===== config.mk =====
export PLATFORM = sky130hd
export DESIGN_NAME = overflow_safe_accumulator
export DESIGN_NICKNAME = d
export VERILOG_FILES = /design/src/rtl/overflow_safe_accumulator.sv
export SDC_FILE = /design/constraint.sdc
export NUM_CORES = 1
export LEC_CHECK = 0
export ABC_AREA = 1
export CORE_MARGIN = 4
export CORE_UTILIZATION = 50
export CTS_CLUSTER_DIAMETER = 120
export DETAILED_ROUTE_END_ITERATION = 8
export GPL_ROUTABILITY_DRIVEN = 0
export GPL_TIMING_DRIVEN = 0
export PLACE_DENSITY = 0.93
export SLEW_MARGIN = 30
export SYNTH_ARGS = -nofsm -noshare
export SYNTH_HDL_FRONTEND = slang
export SYNTH_SLANG_ARGS = --single-unit
export TNS_END_PERCENT = 1

===== constraint.sdc =====
create_clock -name clk -period 3.12 [get_ports clk]
set_input_delay 0.312 -clock clk [delete_from_list [all_inputs] [get_ports clk]]
set_output_delay 0.312 -clock clk [all_outputs]
set_load 0.005 [all_outputs]

===== src/rtl/overflow_safe_accumulator.sv =====
// Packet accumulator: sums unsigned beats until in_last, then holds the result until out_ready.
// Optional macro SATURATE_EN clamps the sum at all-ones on overflow; otherwise the sum wraps.
module overflow_safe_accumulator #(
  parameter int DATA_W = 4,
  parameter int ACC_W  = 8,
  parameter int CNT_W  = 4
) (
  input  logic              clk,
  input  logic              rst,
  input  logic              in_valid,
  output logic              in_ready,
  input  logic [DATA_W-1:0] in_data,
  input  logic              in_last,
  output logic              out_valid,
  input  logic              out_ready,
  output logic [ACC_W-1:0]  out_sum,
  output logic [CNT_W-1:0]  out_count,
  output logic              out_ovf,
  output logic [1:0]        state_out
);

  localparam logic [1:0] IDLE  = 2'b00;
  localparam logic [1:0] ACCUM = 2'b01;
  localparam logic [1:0] HOLD  = 2'b10;

  logic [1:0]       state, state_nxt;
  logic [ACC_W-1:0] acc, acc_nxt;
  logic [CNT_W-1:0] count, count_nxt;
  logic             ovf, ovf_nxt;
  logic             vld_q;
  logic             accept;
  logic [ACC_W:0]   sum_ext;
  logic             carry;
  logic [ACC_W-1:0] acc_add;

  assign in_ready = (state == IDLE) || (state == ACCUM);
  assign accept   = in_valid && in_ready;

  // One extra bit so the carry-out of the add is visible.
  assign sum_ext = {1'b0, acc} + (ACC_W+1)'(in_data);
  assign carry   = sum_ext[ACC_W];

`ifdef SATURATE_EN
  assign acc_add = carry ? {ACC_W{1'b1}} : sum_ext[ACC_W-1:0];
`else
  assign acc_add = sum_ext[ACC_W-1:0];
`endif

  always_comb begin
    state_nxt = state;
    acc_nxt   = acc;
    count_nxt = count;
    ovf_nxt   = ovf;
    case (state)
      IDLE: begin
        if (accept) begin
          acc_nxt   = ACC_W'(in_data);
          count_nxt = CNT_W'(1);
          ovf_nxt   = 1'b0;
          state_nxt = in_last ? HOLD : ACCUM;
        end
      end
      ACCUM: begin
        if (accept) begin
          acc_nxt   = acc_add;
          ovf_nxt   = ovf | carry;
          count_nxt = (count == {CNT_W{1'b1}}) ? count : count + CNT_W'(1);
          if (in_last) state_nxt = HOLD;
        end
      end
      HOLD: begin
        if (out_ready) state_nxt = IDLE;
      end
      default: state_nxt = IDLE;  // illegal code: recover without touching data
    endcase
  end

  always_ff @(posedge clk or posedge rst) begin
    if (rst) begin
      state <= IDLE;
      acc   <= '0;
      count <= '0;
      ovf   <= 1'b0;
      vld_q <= 1'b0;
    end else begin
      state <= state_nxt;
      acc   <= acc_nxt;
      count <= count_nxt;
      ovf   <= ovf_nxt;
      vld_q <= (state_nxt == HOLD);
    end
  end

  assign out_valid = vld_q;
  assign out_sum   = acc;
  assign out_count = count;
  assign out_ovf   = ovf;
  assign state_out = state;

endmodule


==> flow_summary_export.csv <==
group,metric,value,unit
outcome,status,"completed",
critical_path,cp_top_family,"adder cells",
synth,synth_area_per_cell,8.01,µm²
cts,clkLatencyLatePin,290,ps
layout,num-fill-cells,147,
critical_path,critPathMaxFanout,4,
critical_path,r2r-start,"out_sum[0]",
power,p_int,580,µW
power,seqPwrFrac,36.2,%
critical_path,crit_cells,9,
global_routing,grt_pass1_wl,4130,µm
cts,numCtsBuffers,3,
critical_path,critPathBufInv,2,
die,core,0.00178,mm²
synth,syn_area,961,µm²
global_routing,antenna_found_initial,0,
synth,synth_seq_cells,16,
sta,holdWs,366,ps
critical_path,rr_worst_depth,8,
global_routing,grt_max_degree,17,
critical_path,cp.arrival,1970,ps
sta,drv_slew,0,
sta,tns,0,ps
critical_path,cp.required,3350,ps
sta,finalHoldViolCount,0,
synth,yosysSeqAreaShare,41.7,%
sta,timing.final.crit_share,55.7,%
detailed_routing,routedWlPerCell,13.5,µm
sta,period_needed,1740,ps
layout,layout.nets,165,
global_routing,gr-total-overflow,0,
layout,layout-drive-gt1-share,10.1,%
sta,fmax,575,MHz
synth,synthCells,120,
critical_path,cp-start-kind,"primary input",
detailed_routing,viasPerCell,5.26,
synth,ys_types,27,
cts,h-tree-depth,1,
layout,area_delta_synth_final,33.1,%
synth,synthesis.nets,135,
synth,yosys_warnings,0,
critical_path,slowest_stage,"clkdlybuf4s50_1",
detailed_routing,wl,2350,µm
die,rows,15,
cts,cts_hold_buf,0,
power,leakage,0.000611,µW
detailed_routing,drt_iter0_drc,20,
critical_path,r2r_slack,1510,ps
cts,cts.repair.resized,0,
critical_path,critical_path.max_stage_delay,490,ps
layout,layout_common_cells,"nand2_1 (32), clkdlybuf4s50_1 (25), dfrtp_1 (16), nor2_1 (14), inv_1 (13)",
die,initial_utilization,53.9,%
min_path,hp-class,"in -> async",
die,die_w,51.8,µm
place,io_buffers,25,
layout,final_common_cell,"nand2_1",
layout,finalInstanceArea,0.00128,mm²
detailed_routing,drc_errors,0,
cts,clock_sinks,16,
synth,yosys-top-cells-area,"dfrtp_1 (42%), nand2_1 (13%), ha_1 (6.5%)",
synth,yosysTopAreaCell,"dfrtp_1",
critical_path,path_cells,"clkdlybuf4s50_1 -> ha_1 -> inv_1 -> fa_1 -> o21ai_2 -> nand3_1 -> nand2_1 -> nand2_1 -> nor2_1",
cts,clk_pin_slew,100,ps
die,dieArea,0.00269,mm²
flow_run,drv_cap,0,
critical_path,crit_top_cell,"nand2_1",
sta,clock_skew,1.16,ps
power,ir_drop,0.585,mV
cts,post_cts.repair.setup_buffers,0,
synth,synth_top_area_share,41.7,%
power,power.density,736,mW/mm²
detailed_routing,ant_nets,0,
critical_path,critPathKind,"in -> reg",
global_routing,grt_pass1_vias,966,
critical_path,r2r-end,"out_sum[6]",
power,p_sw_share,38.4,%
global_routing,globalRouteTotalUtil,20.8,%
sta,worstMarginPinSlew,590,ps
sta,rsz0062_at_grt,"no",
cts,clockBufferDepth,2,
power,p_total,942,µW
layout,antenna_cells,0,
die,die_h,51.8,µm
die,io_pins,26,
place,placed_area,0.00124,mm²
detailed_routing,vias,915,
power,p_sw,361,µW
power,combPwrFrac,48.8,%
sta,setup_viol,0,
power,power.share.clock,15.0,%
place,hpwl,1790,µm
cts,clockRootBuffer,"clkbuf_4",
critical_path,end_kind,"flop",
cts,cts_tree,"built",
sta,slew_headroom,60.6,%
detailed_routing,dr.pass1.iters,4,
[final cells by class]
cell class / instances / area (µm²) / area share (%)
flip-flops and latches: 16 / 400 / 31.3
well taps: 25 / 31.3 / 2.45
clock buffers: 4 / 36.3 / 2.84
multi-input cells: 87 / 487 / 38.1
repair buffers: 25 / 250 / 19.6
inverters: 16 / 62.6 / 4.89
plain buffers: 1 / 11.3 / 0.881
[flip-flops by register name, indices dropped and copies added, names as in the netlist]
| signal | cells |
|---|---|
| state_out | 2 |
| out_count | 4 |
| out_valid | 1 |
| out_sum | 8 |
| out_ovf | 1 |
[routing by layer]
metal  vias to the layer above  track usage (%)  part of all wire [%]
met1                       445             23.2                    41
met3                         4             2.87                   3.9
met4                         0             9.17                   2.0
met5                         -                0                     0
met2                        21             38.5                    53
li1                        445                -                     -
[how the worst max path moves through the flow]
stage | start | endpoint
CTS | in_data[0] | out_sum[6]
global route | in_data[0] | out_sum[6]
finish | in_data[0] | out_sum[6]
floorplan | out_sum[0] | out_sum[6]
detailed placement | in_data[0] | out_sum[6]
global placement | in_data[0] | out_sum[6]
[worst register-to-register path, stage by stage, from the launching register on]
cell and delay (ps):
dfrtp_1 380, ha_1 170, inv_1 50, fa_1 420
o21ai_2 220, nand3_1 120, nand2_1 70, nand2_1 40
nor2_1 80
[cell families after synthesis]
group	after synthesis	synth area share [%]
flops	16	41.7
fa+ha+maj	6	8.59
mux	1	1.17
buf+inv	17	7.68
compound gates	19	12.9
xor+xnor	2	1.82
simple gates	59	26.2
[cells in the mapped netlist]
library cell,instances
nand2_1,32
dfrtp_1,16
nor2_1,14
inv_1,13
nand3_1,6
o21ai_0,6
ha_1,5
a21oi_1,4
a22oi_1,2
inv_2,2
nand2_2,2
o21ai_1,2
xnor2_1,2
buf_6,1
fa_1,1
inv_4,1
mux2_2,1
nand2_4,1
nand3b_1,1
nand4_1,1
nor3_1,1
o21a_1,1
o21ai_2,1
o21ai_4,1
o22a_1,1
o31ai_1,1
or2_2,1
[metrics by stage]
stage,util [%],worst slack (ps),instances
4_1_cts,71.7,1370,174
5_1_grt,71.7,1220,174
3_5_place_dp,69.7,1070,170
3_3_place_gp,69.7,1090,170
6_report,71.7,1380,174
2_1_floorplan,-,1610,120
[power groups by stage]
stage	registers [µW]	logic, µW	clock network, µW
after floorplan	339	253	0
after global placement	340	434	0
after detailed placement	343	462	0
after CTS	340	465	141
after global routing	356	514	148
final	341	460	141
(Power assumes the default switching activity.)
